$ cat config.mk
export PLATFORM = sky130hd
export DESIGN_NAME = alu_op_sequencer
export DESIGN_NICKNAME = d
export VERILOG_FILES = /design/src/rtl/alu_op_sequencer.sv
export SDC_FILE = /design/constraint.sdc
export NUM_CORES = 1
export LEC_CHECK = 0
export BUFFER_PORTS_ARGS = -buffer_cell sky130_fd_sc_hd__buf_2
export CORE_UTILIZATION = 48
export DETAILED_ROUTE_END_ITERATION = 7
export PLACE_DENSITY = 0.89
export REMOVE_ABC_BUFFERS = 1
export SLEW_MARGIN = 20
export SYNTH_ARGS = -nofsm -noshare
export SYNTH_HDL_FRONTEND = slang
export SYNTH_SLANG_ARGS = --single-unit
$ cat constraint.sdc
create_clock -name clock -period 2.7 [get_ports clock]
set_input_delay 0.27 -clock clock [delete_from_list [all_inputs] [get_ports clock]]
set_output_delay 0.27 -clock clock [all_outputs]
set_load 0.01 [all_outputs]
$ cat src/rtl/alu_op_sequencer.sv
// alu_op_sequencer: accepts one MIPS instruction at a time, decodes it into an
// ALU operation, drives a registered ALU request, captures the combinational
// ALU response one cycle later, and holds it until the consumer takes it.
// Illegal instructions skip the ALU and are reported straight away.

module alu_op_sequencer (
  input  logic        clock,
  input  logic        reset,

  // Request side
  input  logic        in_valid,
  output logic        in_ready,
  input  logic [31:0] instr,
  input  logic [31:0] rs_val,
  input  logic [31:0] rt_val,

  // ALU request (registered)
  output logic [4:0]  alu_OPcode,
  output logic [31:0] alu_op1,
  output logic [31:0] alu_op2,
  output logic [4:0]  alu_shamt,

  // ALU response (combinational from the request)
  input  logic [31:0] alu_result,
  input  logic        alu_zero,
  input  logic        alu_overflow_add,
  input  logic        alu_overflow_sub,

  // Response side
  output logic        out_valid,
  input  logic        out_ready,
  output logic [31:0] out_result,
  output logic        out_zero,
  output logic        out_exc_ovf,
  output logic        out_exc_ill
);

  typedef enum logic [1:0] {
    StIdle,
    StIssue,
    StCapture,
    StResp
  } state_e;

  // Which ALU overflow flag becomes the architectural exception.
  typedef enum logic [1:0] {
    OvfNone,
    OvfAdd,
    OvfSub
  } ovf_sel_e;

  // ALU operation codes
  localparam logic [4:0] OpAdd  = 5'b00000;
  localparam logic [4:0] OpSub  = 5'b00001;
  localparam logic [4:0] OpMult = 5'b00010;
  localparam logic [4:0] OpDiv  = 5'b00011;
  localparam logic [4:0] OpAnd  = 5'b00101;
  localparam logic [4:0] OpOr   = 5'b00110;
  localparam logic [4:0] OpXor  = 5'b00111;
  localparam logic [4:0] OpSll  = 5'b01000;
  localparam logic [4:0] OpSrl  = 5'b01001;
  localparam logic [4:0] OpSlt  = 5'b01010;
  localparam logic [4:0] OpBeq  = 5'b01100;
  localparam logic [4:0] OpBne  = 5'b01111;

  // MIPS primary opcodes
  localparam logic [5:0] MipsRType = 6'b000000;
  localparam logic [5:0] MipsAddi  = 6'b001000;
  localparam logic [5:0] MipsAndi  = 6'b001100;
  localparam logic [5:0] MipsOri   = 6'b001101;
  localparam logic [5:0] MipsSlti  = 6'b001010;
  localparam logic [5:0] MipsBeq   = 6'b000100;
  localparam logic [5:0] MipsBne   = 6'b000101;

  // MIPS R-type function codes
  localparam logic [5:0] FnAdd  = 6'b100000;
  localparam logic [5:0] FnSub  = 6'b100010;
  localparam logic [5:0] FnMult = 6'b011000;
  localparam logic [5:0] FnDiv  = 6'b011010;
  localparam logic [5:0] FnAnd  = 6'b100100;
  localparam logic [5:0] FnOr   = 6'b100101;
  localparam logic [5:0] FnXor  = 6'b100110;
  localparam logic [5:0] FnSll  = 6'b000000;
  localparam logic [5:0] FnSrl  = 6'b000010;
  localparam logic [5:0] FnSlt  = 6'b101010;

  state_e      state_q, state_d;
  logic [4:0]  opcode_q, opcode_d;
  logic [31:0] op1_q, op1_d;
  logic [31:0] op2_q, op2_d;
  logic [4:0]  shamt_q, shamt_d;
  ovf_sel_e    ovf_sel_q, ovf_sel_d;
  logic [31:0] result_q, result_d;
  logic        zero_q, zero_d;
  logic        exc_ovf_q, exc_ovf_d;
  logic        exc_ill_q, exc_ill_d;

  // Decoder outputs, valid whenever instr/rs_val/rt_val are presented.
  logic        dec_legal;
  logic [4:0]  dec_opcode;
  logic [31:0] dec_op1;
  logic [31:0] dec_op2;
  logic [4:0]  dec_shamt;
  ovf_sel_e    dec_ovf_sel;
  logic [31:0] imm_sext;
  logic [31:0] imm_zext;

  // Register specifiers are resolved outside; only their values arrive here.
  logic unused_reg_fields;
  assign unused_reg_fields = ^instr[25:16];

  assign imm_sext = {{16{instr[15]}}, instr[15:0]};
  assign imm_zext = {16'h0000, instr[15:0]};

  // Instruction decode into ALU opcode, operands and overflow source.
  always_comb begin
    dec_legal   = 1'b1;
    dec_opcode  = OpAdd;
    dec_op1     = rs_val;
    dec_op2     = rt_val;
    dec_shamt   = 5'd0;
    dec_ovf_sel = OvfNone;
    case (instr[31:26])
      MipsRType: begin
        case (instr[5:0])
          FnAdd: begin
            dec_opcode  = OpAdd;
            dec_ovf_sel = OvfAdd;
          end
          FnSub: begin
            dec_opcode  = OpSub;
            dec_ovf_sel = OvfSub;
          end
          FnMult: dec_opcode = OpMult;
          FnDiv:  dec_opcode = OpDiv;
          FnAnd:  dec_opcode = OpAnd;
          FnOr:   dec_opcode = OpOr;
          FnXor:  dec_opcode = OpXor;
          FnSlt:  dec_opcode = OpSlt;
          FnSll, FnSrl: begin
            dec_opcode = (instr[5:0] == FnSll) ? OpSll : OpSrl;
            dec_op1    = rt_val;
            dec_op2    = 32'd0;
            dec_shamt  = instr[10:6];
          end
          default: dec_legal = 1'b0;
        endcase
      end
      MipsAddi: begin
        dec_opcode  = OpAdd;
        dec_op2     = imm_sext;
        dec_ovf_sel = OvfAdd;
      end
      MipsSlti: begin
        dec_opcode = OpSlt;
        dec_op2    = imm_sext;
      end
      MipsAndi: begin
        dec_opcode = OpAnd;
        dec_op2    = imm_zext;
      end
      MipsOri: begin
        dec_opcode = OpOr;
        dec_op2    = imm_zext;
      end
      MipsBeq: dec_opcode = OpBeq;
      MipsBne: dec_opcode = OpBne;
      default: dec_legal = 1'b0;
    endcase
  end

  // Next-state and datapath-load logic; everything holds unless a state says otherwise.
  always_comb begin
    state_d   = state_q;
    opcode_d  = opcode_q;
    op1_d     = op1_q;
    op2_d     = op2_q;
    shamt_d   = shamt_q;
    ovf_sel_d = ovf_sel_q;
    result_d  = result_q;
    zero_d    = zero_q;
    exc_ovf_d = exc_ovf_q;
    exc_ill_d = exc_ill_q;
    case (state_q)
      StIdle: begin
        // in_ready is 1 here, so in_valid alone completes the handshake.
        if (in_valid) begin
          if (dec_legal) begin
            opcode_d  = dec_opcode;
            op1_d     = dec_op1;
            op2_d     = dec_op2;
            shamt_d   = dec_shamt;
            ovf_sel_d = dec_ovf_sel;
            state_d   = StIssue;
          end else begin
            // ALU request registers keep their previous contents.
            result_d  = 32'd0;
            zero_d    = 1'b0;
            exc_ovf_d = 1'b0;
            exc_ill_d = 1'b1;
            state_d   = StResp;
          end
        end
      end
      StIssue: begin
        // One cycle for the ALU to settle on the new request.
        state_d = StCapture;
      end
      StCapture: begin
        result_d  = alu_result;
        zero_d    = alu_zero;
        exc_ill_d = 1'b0;
        case (ovf_sel_q)
          OvfAdd:  exc_ovf_d = alu_overflow_add;
          OvfSub:  exc_ovf_d = alu_overflow_sub;
          default: exc_ovf_d = 1'b0;
        endcase
        state_d = StResp;
      end
      StResp: begin
        if (out_ready) begin
          state_d = StIdle;
        end
      end
      default: state_d = StIdle;
    endcase
  end

  // State and output registers with synchronous reset.
  always_ff @(posedge clock) begin
    if (reset) begin
      state_q   <= StIdle;
      opcode_q  <= 5'd0;
      op1_q     <= 32'd0;
      op2_q     <= 32'd0;
      shamt_q   <= 5'd0;
      ovf_sel_q <= OvfNone;
      result_q  <= 32'd0;
      zero_q    <= 1'b0;
      exc_ovf_q <= 1'b0;
      exc_ill_q <= 1'b0;
    end else begin
      state_q   <= state_d;
      opcode_q  <= opcode_d;
      op1_q     <= op1_d;
      op2_q     <= op2_d;
      shamt_q   <= shamt_d;
      ovf_sel_q <= ovf_sel_d;
      result_q  <= result_d;
      zero_q    <= zero_d;
      exc_ovf_q <= exc_ovf_d;
      exc_ill_q <= exc_ill_d;
    end
  end

  assign in_ready    = (state_q == StIdle);
  assign out_valid   = (state_q == StResp);
  assign alu_OPcode  = opcode_q;
  assign alu_op1     = op1_q;
  assign alu_op2     = op2_q;
  assign alu_shamt   = shamt_q;
  assign out_result  = result_q;
  assign out_zero    = zero_q;
  assign out_exc_ovf = exc_ovf_q;
  assign out_exc_ill = exc_ill_q;

endmodule
==> results of run 1 <==
==> cell usage after synthesis (8+ instances only) <==
master	n	area share, %
o211ai_1	66	8.8
nand2_1	9	0.60
a211oi_2	22	4.9
nor2_1	10	0.67
clkbuf_1	46	3.1
a211oi_1	44	5.9
nor3b_1	17	2.3
mux2i_1	35	6.2
buf_4	16	2.1
inv_1	8	0.53
dfxtp_1	112	40
a21oi_1	138	12
buf_2	14	1.2
==> registers in the layout (all words and copies together), names as in the netlist <==
| signal | flops |
|---|---|
| alu_shamt | 5 |
| state_q | 2 |
| alu_OPcode | 4 |
| out_exc_ill | 1 |
| ovf_sel_q | 2 |
| out_result | 32 |
| alu_op1 | 32 |
| out_exc_ovf | 1 |
| out_zero | 1 |
| alu_op2 | 32 |
==> cells by family after synthesis <==
| group | count (synthesis) |
|---|---|
| simple gates | 76 |
| buf+inv | 86 |
| flops | 112 |
| mux | 35 |
| other cells | 1 |
| xor+xnor | 1 |
| fa+ha+maj | 5 |
| compound gates | 305 |
==> metal layers <==
layer  GRT usage, %  vias to the layer above
li1               -                     2765
met1           31.1                     2706
met2           44.8                      255
met3           7.29                       28
met4           11.0                        0
met5              0                        -
==> where the power goes <==
group / internal (mW) / total [mW] / switching [mW]
clock: 0.769 / 1.35 / 0.578
combinational: 0.526 / 1.49 / 0.966
sequential: 1.82 / 1.91 / 0.0888
total: 3.12 / 4.75 / 1.63
==> worst paths after layout <==
| kind | start | endpoint | slack (ns) | cells after the start |
|---|---|---|---|---|
| worst max-delay path | instr[3] | out_result[21] | 0.44 | 7 |
| worst min-delay path | instr[10] | alu_shamt[4] | 0.20 | 3 |
| worst max register to register | state_q[0] | alu_op2[25] | 0.80 | 7 |
| worst min register to register | alu_OPcode[3] | alu_OPcode[3] | 0.47 | 2 |
==> worst reg2reg max path, stage by stage, from the launching register on <==
cell and delay, ns:
dfxtp_1 0.33, inv_1 0.09, ha_1 0.30, inv_2 0.11, nor2_4 0.13, buf_4 0.41
a21oi_1 0.21, a211oi_1 0.25
==> stage by stage <==
stage,cell area (µm²),hold slack (ns),instances
2_1_floorplan,5280,0.335,545
3_3_place_gp,6910,0.449,948
3_5_place_dp,6910,0.461,948
4_1_cts,7210,0.183,963
5_1_grt,7210,0.195,963
6_report,7210,0.196,963
==> layout by cell type (no fill, tap or decap), types with 3 or more instances in the layout <==
master     Yosys  routed
buf_2         14     233
a21oi_1      138     138
dfxtp_1      112     112
o211ai_1      66      66
a211oi_1      44      44
mux2i_1       35      35
buf_4         16      23
a211oi_2      22      22
nor3b_1       17      17
nand2_1        9       9
clkbuf_16      0       9
inv_1          8       8
nor2_1        10       7
o21ai_1        6       6
nand4_1        6       6
o21ai_0        6       6
nor3_1         6       5
ha_1           5       5
or3_1          4       4
buf_12         0       4
nor4_1         3       3
a31o_1         3       3
nand3_1        3       3
nand3b_1       3       3
==> layout make-up <==
type	instances	area, µm²	area share (%)
Clock inverter	2	38.8	0.538
Sequential cell	112	2240	31.1
Clock buffer	13	260	3.61
Inverter	10	37.5	0.521
Multi-Input combinational cell	423	3030	42.1
Timing Repair Buffer	260	1420	19.7
Tap cell	143	179	2.48
==> reports/qor.csv, run 1 <==
stage,metric,value,unit
status,status,"complete, no violations",
critical_path,"delay-heaviest family, CP",compound AO/OA/AOI/OAI gates,
floorplanning,Rows,39,
pwr,Max IR drop VDD,539,µV
clock_tree,"Reg clk slew, reported paths",0.07,ns
placement,Port Buf Inserts,234,
drt,DRT Pass-1 Iters,5,
clock_tree,number of gates resized after cts,0,
critical_path,Setup crit start kind,input pin,
synth,YS warnings,0,
synth,Async SR Flop Fraction,0,%
critical_path,Crit Path Class,in2reg,
grt,largest net degree at the start of global routing,56,
grt,Overflow after GRT,0,
synth,simple-gate share of the synthesized area,8.83,%
grt,all-layer global routing usage,26.3,%
synth,largest family of logic cells by synthesized area,compound AO/OA/AOI/OAI gates,
floorplanning,Die Y-Extent,110,µm
sta,Max Clk Rate,0.442,GHz
drt,First DRT Iteration DRCs,747,
grt,first-pass GRT wire length,25300,µm
drt,met3 routed WL,1470,µm
clock_tree,worst skew pair latency,0.34,ns
drt,Routed Wire Length,16600,µm
synth,Post-Synth Adder-Cell Area,1.11,%
drt,DRC Markers,0,
critical_path,"Slowest-stage cell, CP",a2111oi_4,
cells_and_area,antenna cells,0,
synth,Synth Area in XOR/XNOR,0.155,%
sta,unrepaired setup endpoints after global routing,false,
clock_tree,# Post-CTS Setup Buffers,0,
placement,hpwl dp,11600,µm
synth,Mapped Area,0.00564,mm²
drt,highest routed layer,met4,
cells_and_area,share of layout cells above drive strength 1,37.6,%
pwr,pwr dens,659,mW/mm²
critical_path,CP max stage delay,0.84,ns
sta,min Tclk post-route,2.26,ns
clock_tree,CTS tree,built,
cells_and_area,Finished Core Util,63.1,%
sta,Worst Skew,0.00781,ns
sta,Final Max Slew Viols,0,
cells_and_area,Filler Cells Inserted,1003,
clock_tree,CTS Root Buffer Type,clkbuf_16,
critical_path,crit path DAT,2.53,ns
synth,"flops & latches, synth",112,
sta,Worst Tran Pin Value,0.980,ns
sta,final critical-path share of the clock period,83.7,%
floorplanning,DIE AREA,0.0122,mm²
floorplanning,# IOs,246,
synth,"Seq/Total Area, Yosys",39.8,%
pwr,Pleak,2.88,nW
placement,Post-Place Worst Slack,0.129,ns
sta,number of setup violations in the final report,0,
clock_tree,maximum buffer depth of the clock tree,2,
grt,initial antenna violation count,0,
floorplanning,die width,110,µm
drt,Via density,5.98,
critical_path,"Data required, critical path",2.97,ns
cells_and_area,Layout Nets,956,
critical_path,worst-path maximum fanout,14,
critical_path,CP Capture Type,flop,
synth,Mapped Cells,621,
critical_path,CP bufs+invs,2,
drt,DR WL/cell,17.2,µm
clock_tree,CTS Sinks,112,
sta,final hold vios,0,
clock_tree,hold_buf cts,0,
pwr,overall power,4.75,mW
grt,vias in the first global route,5239,
floorplanning,starting density of the core,49.4,%
sta,setup_tns,0,ns
drt,WL met2,8080,µm
hold_path,Hold Crit Class,in2reg,
floorplanning,core area,0.0114,mm²
cells_and_area,area grow syn2layout,27.9,%
clock_tree,H-tree Lvls,3,
drt,Routed Antenna Nets,0,
sta,Rel. slew slack,34.6,%
synth,mux cell area share after synthesis,6.21,%
critical_path,CP cell instances,"buf_2, a21bo_1, a211o_1, a2111oi_4, buf_4, o211ai_1, a21oi_1",
run,total of max-cap violations,0,
synth,Synth cell types,54,
drt,via count,5754,
synth,Synth Area per Inst,9.08,µm²
synth,main flop type after synthesis,dfxtp_1,
placement,routability congestion estimate from global placement,0.866,
synth,"EDFF count, synth",0,
sta,setup ws final,0.440,ns
drt,WL met1,6720,µm
clock_tree,Num CTS Buffers,9,
synth,Synth Area in Compound Gates,36.8,%
Note: power is estimated with default switching activity, not from simulation.
==> run 2, diff against run 1 <==
--- a/config.mk
+++ b/config.mk
@@ -5,10 +5,11 @@
 export SDC_FILE = /design/constraint.sdc
 export NUM_CORES = 1
 export LEC_CHECK = 0
+export ABC_AREA = 1
 export BUFFER_PORTS_ARGS = -buffer_cell sky130_fd_sc_hd__buf_2
-export CORE_UTILIZATION = 48
+export CORE_UTILIZATION = 43
 export DETAILED_ROUTE_END_ITERATION = 7
-export PLACE_DENSITY = 0.89
+export PLACE_DENSITY = 0.85
 export REMOVE_ABC_BUFFERS = 1
 export SLEW_MARGIN = 20
 export SYNTH_ARGS = -nofsm -noshare
==> constraint.sdc (replaced) <==
create_clock -name clock -period 2 [get_ports clock]
set_input_delay 0.2 -clock clock [delete_from_list [all_inputs] [get_ports clock]]
set_output_delay 0.2 -clock clock [all_outputs]
set_load 0.01 [all_outputs]
==> run 2 against run 1 <==
Critical path depth grew 2. Total power grew 49%. Clock power grew 33%. Wire length shrank 8.1%. Cell count grew 27%. Count of clock-buffer cells in the layout shrank 2. Die area grew 8.3%. Via count grew 1.8%. Final area shrank 2.0%. Combinational power grew 74%. Worst hold slack lost 0.010 ns. Critical endpoint is now out_result[20]. Largest cell class unchanged. Largest power group unchanged.
==> reports/qor.csv, run 2 <==
stage,metric,value,unit,change
status,status,"complete, no violations",,
clock_tree,# Post-CTS Setup Buffers,0,,unchanged
sta,hold_ws,0.185,ns,-0.0104 ns
drt,Routed Antenna Nets,0,,unchanged
clock_tree,maximum buffer depth of the clock tree,2,,unchanged
cells_and_area,Layout Nets,1192,,+25%
floorplanning,core area,0.0122,mm²,+6.9%
critical_path,CP Capture Type,flop,,
cells_and_area,"commonest non-fill, non-tap cell in the layout",buf_2,,
sta,min Tclk post-route,1.84,ns,
critical_path,worst-path maximum fanout,20,,+6
pwr,Pleak,3.74,nW,+30%
synth,"EDFF count, synth",0,,unchanged
grt,Overflow after GRT,0,,unchanged
synth,Commonest cells post-synth,"nor2_1 (199), nand2_1 (165), dfxtp_1 (112)",,
synth,top cell type's share of synthesized area,40.9,%,+1.2 points
sta,final critical-path share of the clock period,91.9,%,
grt,all-layer global routing usage,22.7,%,-3.6 points
drt,DR WL/cell,12.5,µm,-28%
floorplanning,Die Y-Extent,115,µm,+4.1%
critical_path,CP cell instances,"inv_1, ha_1, inv_1, nor2_1, a21oi_4, buf_6, nand3_1, nand2_1, nor2_1",,
sta,unrepaired setup endpoints after global routing,false,,
synth,"Seq/Total Area, Yosys",40.9,%,+1.2 points
synth,Mapped Cells,846,,+36%
critical_path,CP bufs+invs,3,,+1
cells_and_area,Seq. cell area,0.00224,mm²,unchanged
critical_path,"Slowest-stage cell, CP",dfxtp_1,,
critical_path,Crit. Startpoint,state_q[1],,
floorplanning,DIE AREA,0.0132,mm²,+8.3%
critical_path,r2r setup slk,0.16,ns,-0.64 ns
sta,Final Max Slew Viols,0,,unchanged
grt,initial antenna violation count,0,,unchanged
sta,number of setup violations in the final report,0,,unchanged
synth,YS warnings,0,,unchanged
synth,post-synth top area cell,dfxtp_1,,
cells_and_area,Post-Layout Inst Area,0.00707,mm²,-2.0%
synth,mux cell area share after synthesis,0,%,-6.2 points
pwr,Max IR drop VDD,947,µV,+76%
drt,Via density,4.78,,-20%
synth,"flops & latches, synth",112,,unchanged
synth,Async SR Flop Fraction,0,%,unchanged
critical_path,"Data required, critical path",2.23,ns,-0.74 ns
drt,DRT Pass-1 Iters,4,,-1
sta,Max Clk Rate,0.544,GHz,
grt,first-pass GRT wire length,23900,µm,-5.5%
cells_and_area,antenna cells,0,,unchanged
sta,Worst Tran Pin Value,0.501,ns,-0.478 ns
sta,final hold vios,0,,unchanged
drt,First DRT Iteration DRCs,425,,-43%
clock_tree,Num CTS Buffers,9,,unchanged
clock_tree,CTS tree,built,,
hold_path,startpoint of the worst hold path,alu_result[19],,
synth,synth top area cells,"dfxtp_1 (41%), nor2_1 (14%), nand2_1 (11%)",,
synth,main flop type after synthesis,dfxtp_1,,
placement,Port Buf Inserts,234,,unchanged
drt,via count,5856,,+1.8%
cells_and_area,Filler Cells Inserted,1230,,+23%
critical_path,Crit Path Class,reg2reg,,
clock_tree,"Reg clk slew, reported paths",0.07,ns,about the same
critical_path,crit path DAT,2.07,ns,-0.46 ns
run,total of max-cap violations,0,,unchanged
hold_path,Hold Crit Class,in2reg,,
critical_path,CP max stage delay,0.39,ns,-0.45 ns
sta,Rel. slew slack,66.5,%,+32 points
floorplanning,# IOs,246,,unchanged
synth,Synth Area in Compound Gates,14.4,%,-22 points
clock_tree,worst skew pair latency,0.35,ns,about the same
synth,largest family of logic cells by synthesized area,simple AND/OR/NAND/NOR gates,,
synth,most frequent cell after synthesis,nor2_1,,
placement,Placed Area,0.00676,mm²,-2.2%
cells_and_area,share of layout cells above drive strength 1,26.7,%,-11 points
cells_and_area,most frequent cells in the layout,"buf_2 (234), nor2_1 (199), nand2_1 (164), dfxtp_1 (112), o21ai_0 (93)",,
clock_tree,CTS Sinks,112,,unchanged
synth,Synth cell types,30,,-44%
synth,Post-Synth Adder-Cell Area,1.14,%,+0.032 points
placement,routability congestion estimate from global placement,0.853,,-1.6%
grt,vias in the first global route,5037,,-3.9%
drt,DRC Markers,0,,unchanged
placement,Post-Place Worst Slack,0.0221,ns,-0.107 ns
cells_and_area,area grow syn2layout,29.0,%,
clock_tree,CTS Root Buffer Type,clkbuf_16,,
floorplanning,die width,115,µm,+4.1%
synth,Synth Area per Inst,6.48,µm²,-29%
drt,Routed Wire Length,15300,µm,-8.1%
sta,Worst Skew,0.00575,ns,-0.00206 ns
synth,Synth Area in XOR/XNOR,0,%,-0.16 points
cells_and_area,Finished Core Util,57.9,%,-5.3 points
placement,hpwl dp,10600,µm,-8.3%
floorplanning,starting density of the core,44.9,%,-4.5 points
clock_tree,H-tree Lvls,3,,unchanged
synth,simple-gate share of the synthesized area,32.2,%,+23 points
synth,Mapped Area,0.00548,mm²,-2.8%
critical_path,worst r2r src,state_q[1],,
cells_and_area,multi-input logic area,0.00264,mm²,-13%
critical_path,Setup crit start kind,flop,,
critical_path,"delay-heaviest family, CP",buffers and inverters,,
pwr,pwr dens,1000,mW/mm²,+52%
floorplanning,Rows,40,,+2.6%
grt,largest net degree at the start of global routing,73,,+30%
sta,setup ws final,0.162,ns,-0.277 ns
-- run 2: cell count changes in the layout (fill, tap and decap cells not counted), moves of 65 or more --
cell / before / now
nor2_1: 7 / 199
nand2_1: 9 / 164
a21oi_1: 138 / 8
o21ai_0: 6 / 93
inv_1: 8 / 85
o211ai_1: 66 / 1
-- run 2: cells by family after synthesis --
group / Yosys count
buf+inv: 146
simple gates: 430
other cells: 1
fa+ha+maj: 5
flops: 112
compound gates: 152
-- run 2: layout make-up --
class	instances	share of cell area [%]
clock buffers	11	3.44
clock inverters	4	0.638
inverters	94	4.99
multi-input cells	588	37.3
flip-flops and latches	112	31.7
well taps	168	2.98
repair buffers	247	18.9
-- run 2: what timing repair did --
action	4_1_cts	5_1_grt
hold buffers	0	0
endpoints found under the setup margin	0	15
gates resized for setup	0	3
-- run 2: where the power goes --
part,total [mW],leakage [nW],switching (mW),internal (mW)
Combinational,2.60,2.68,1.61,0.997
Clock,1.80,0.145,0.803,0.994
Sequential,2.66,0.911,0.135,2.53
Total,7.07,3.74,2.54,4.52
-- run 2: layer usage --
metal / part of all wire [%] / vias to the layer above / GRT usage (%) / wire [µm]
met5: 0 / - / 0 / 0
met3: 5.3 / 46 / 3.53 / 802
li1: - / 3058 / - / -
met1: 44 / 2560 / 27.9 / 6660
met2: 47 / 192 / 38.2 / 7180
met4: 4.1 / 0 / 12.6 / 621
-- run 2: worst reg2reg max path, stage by stage, from the launching register on --
cell,delay [ns]
dfxtp_1,0.39
inv_1,0.06
ha_1,0.26
inv_1,0.17
nor2_1,0.09
a21oi_4,0.25
buf_6,0.25
nand3_1,0.11
nand2_1,0.09
nor2_1,0.04
-- run 2: stage by stage --
| stage | power (mW) | TNS [ns] | std cells |
|---|---|---|---|
| floorplan | 4.41 | -56.12 | 794 |
| global placement | 5.21 | 0 | 1209 |
| detailed placement | 5.25 | 0 | 1209 |
| CTS | 7.06 | 0 | 1224 |
| global route | 7.56 | 0 | 1224 |
| finish | 7.07 | 0 | 1224 |
-- run 2: final timing paths --
path,endpoint,cells after the start
max,out_result[20],9
max reg2reg,out_result[20],9
min reg2reg,out_exc_ovf,2
min,out_result[19],5
==> run 3, diff against run 2 <==
--- a/config.mk
+++ b/config.mk
@@ -5,11 +5,11 @@
 export SDC_FILE = /design/constraint.sdc
 export NUM_CORES = 1
 export LEC_CHECK = 0
-export ABC_AREA = 1
+export ABC_AREA = 0
 export BUFFER_PORTS_ARGS = -buffer_cell sky130_fd_sc_hd__buf_2
 export CORE_UTILIZATION = 43
 export DETAILED_ROUTE_END_ITERATION = 7
-export PLACE_DENSITY = 0.85
+export PLACE_DENSITY = 0.84
 export REMOVE_ABC_BUFFERS = 1
 export SLEW_MARGIN = 20
 export SYNTH_ARGS = -nofsm -noshare
==> run 3 against run 2 <==
Cell count fell by 16%. Count of clock-buffer cells in the layout is 1 higher. Final area increased by 8.2%. Total power is 5.2% lower. Worst hold slack got worse by 0.061 ns. Combinational power decreased by 19%. Critical endpoint is now alu_op1[31]. Largest cell class unchanged.
==> reports/qor.csv, run 3 (synthesis gave the netlist of run 1 again) <==
stage,metric,value,unit,change
status,status,"complete, no violations",,
clock_tree,CTS Sinks,112,,unchanged
grt,largest net degree at the start of global routing,67,,-8.2%
clock_tree,"Reg clk slew, reported paths",0.07,ns,about the same
sta,final critical-path share of the clock period,92.3,%,+0.45 points
placement,Port Buf Inserts,234,,unchanged
placement,Placed Cells,1009,,-17%
grt,vias in the first global route,5404,,+7.3%
critical_path,Crit. Startpoint,instr[29],,
pwr,pwr dens,876,mW/mm²,-12%
drt,DRT Pass-1 Iters,5,,+1
clock_tree,worst skew pair latency,0.35,ns,about the same
critical_path,CP Capture Type,flop,,
cells_and_area,Layout Nets,988,,-17%
sta,number of setup violations in the final report,0,,unchanged
drt,DR WL/cell,16.5,µm,+32%
critical_path,Setup crit start kind,input pin,,
drt,Routed Wire Length,16900,µm,+10%
sta,unrepaired setup endpoints after global routing,false,,
sta,final hold vios,0,,unchanged
sta,Max Clk Rate,0.542,GHz,-0.49%
clock_tree,Num CTS Buffers,9,,unchanged
critical_path,Critical R2R Capture,alu_op2[5],,
sta,setup ws final,0.153,ns,-0.00900 ns
hold_path,Hold Crit Class,in2reg,,
drt,Routed Antenna Nets,0,,unchanged
critical_path,crit path capture,alu_op1[31],,
cells_and_area,Finished Layout Cells,1025,,-16%
grt,initial antenna violation count,0,,unchanged
cells_and_area,most frequent cells in the layout,"buf_2 (233), a21oi_1 (138), dfxtp_1 (112), o211ai_1 (66), buf_4 (45)",,
floorplanning,die width,117,µm,+1.4%
critical_path,Crit Path Class,in2reg,,
floorplanning,# IOs,246,,unchanged
sta,min Tclk post-route,1.85,ns,+0.00900 ns
grt,Overflow after GRT,0,,unchanged
sta,Final Max Slew Viols,0,,unchanged
critical_path,worst-path maximum fanout,25,,+25%
clock_tree,CTS Root Buffer Type,clkbuf_16,,
cells_and_area,Filler Cells Inserted,1127,,-8.4%
floorplanning,core area,0.0127,mm²,+4.2%
grt,first-pass GRT wire length,26100,µm,+9.3%
pwr,Max IR drop VDD,482,µV,-49%
placement,hpwl dp,12100,µm,+14%
floorplanning,DIE AREA,0.0136,mm²,+2.8%
critical_path,r2r setup slk,0.17,ns,about the same
run,total of max-cap violations,0,,unchanged
drt,Via density,5.77,,+21%
cells_and_area,area grow syn2layout,35.6,%,
clock_tree,CTS tree,built,,
cells_and_area,antenna cells,0,,unchanged
clock_tree,number of gates resized after cts,0,,unchanged
sta,Worst Tran Pin Value,0.650,ns,+0.149 ns
critical_path,worst r2r src,state_q[0],,
sta,Worst Skew,0.00446,ns,-0.00130 ns
cells_and_area,Seq. cell area,0.00224,mm²,unchanged
drt,First DRT Iteration DRCs,481,,+13%
critical_path,crit path DAT,2.09,ns,+0.02 ns
critical_path,"Data required, critical path",2.24,ns,about the same
clock_tree,hold_buf cts,0,,unchanged
clock_tree,H-tree Lvls,3,,unchanged
floorplanning,Rows,41,,+2.5%
placement,Post-Place Worst Slack,-0.250,ns,-0.272 ns
sta,Rel. slew slack,56.6,%,-9.9 points
cells_and_area,Finished Core Util,60.1,%,+2.2 points
placement,routability congestion estimate from global placement,0.909,,+6.6%
pwr,Pleak,3.08,nW,-18%
cells_and_area,"commonest non-fill, non-tap cell in the layout",buf_2,,
clock_tree,maximum buffer depth of the clock tree,2,,unchanged
cells_and_area,share of layout cells above drive strength 1,40.1,%,+13 points
drt,via count,5913,,+0.97%
critical_path,R2R depth,6,,-3
cells_and_area,multi-input logic area,0.00303,mm²,+15%
grt,all-layer global routing usage,24.4,%,+1.7 points
floorplanning,Die Y-Extent,117,µm,+1.4%
clock_tree,# Post-CTS Setup Buffers,0,,unchanged
drt,DRC Markers,0,,unchanged
floorplanning,starting density of the core,44.3,%,-0.55 points
## run 3: changes by cell type in the layout (fill, tap and decap cells not counted), sizes merged, moves of 5 or more
| cell | change |
|---|---|
| a21oi | +129 |
| nand2 | -160 |
| o22ai | -10 |
| mux2i | +35 |
| o21ai | -116 |
| nor3 | +5 |
| buf | +45 |
| inv | -85 |
| a211oi | +64 |
| nor3b | +17 |
| nor2 | -193 |
| o211ai | +65 |
| nand3 | -49 |
## run 3: area by class of cell
cell class | count | area share, %
sequential | 112 | 29.3
clock buffer | 12 | 3.36
tap | 172 | 2.82
multi-input combinational | 423 | 39.7
clock inverter | 4 | 0.999
inverter | 10 | 0.491
timing repair buffer | 292 | 23.3
## run 3: worst min path at each step
stage,startpoint,end,depth (start not counted)
3_3_place_gp,alu_OPcode[1],alu_OPcode[1],2
4_1_cts,instr[8],alu_shamt[2],3
6_report,instr[10],alu_shamt[4],3
5_1_grt,instr[8],alu_shamt[2],3
2_1_floorplan,reset,alu_op1[11],1
3_5_place_dp,alu_OPcode[3],alu_OPcode[3],2
## run 3: metal layers
layer | routed length [µm] | track usage [%] | vias up
met5 | 0 | 0 | -
met4 | 342 | 9.74 | 0
li1 | - | - | 2832
met3 | 1320 | 5.50 | 31
met1 | 7310 | 30.4 | 2795
met2 | 7900 | 40.9 | 255
## run 3: power by group
group	switching, mW	internal [mW]	total, mW
Sequential	0.125	2.46	2.59
Combinational	1.31	0.794	2.11
Clock	0.830	1.17	2.00
## run 3: worst max-delay path, stage by stage
cell and delay, ns:
buf_2 0.11, or3_1 0.51, nor4b_4 0.41, a211o_2 0.27, buf_12 0.19, a21oi_1 0.08, a211oi_1 0.31
## run 3: per-stage QoR
stage          total power, mW  TNS (ns)  instance area, µm²  hold slack [ns]
3_5_place_dp              4.73     -7.65                7310            0.470
6_report                  6.69         0                7640            0.125
4_1_cts                   6.72         0                7640            0.113
5_1_grt                   7.05         0                7640            0.115
2_1_floorplan             3.74   -269.87                5280            0.265
3_3_place_gp              4.71     -3.68                7310            0.443
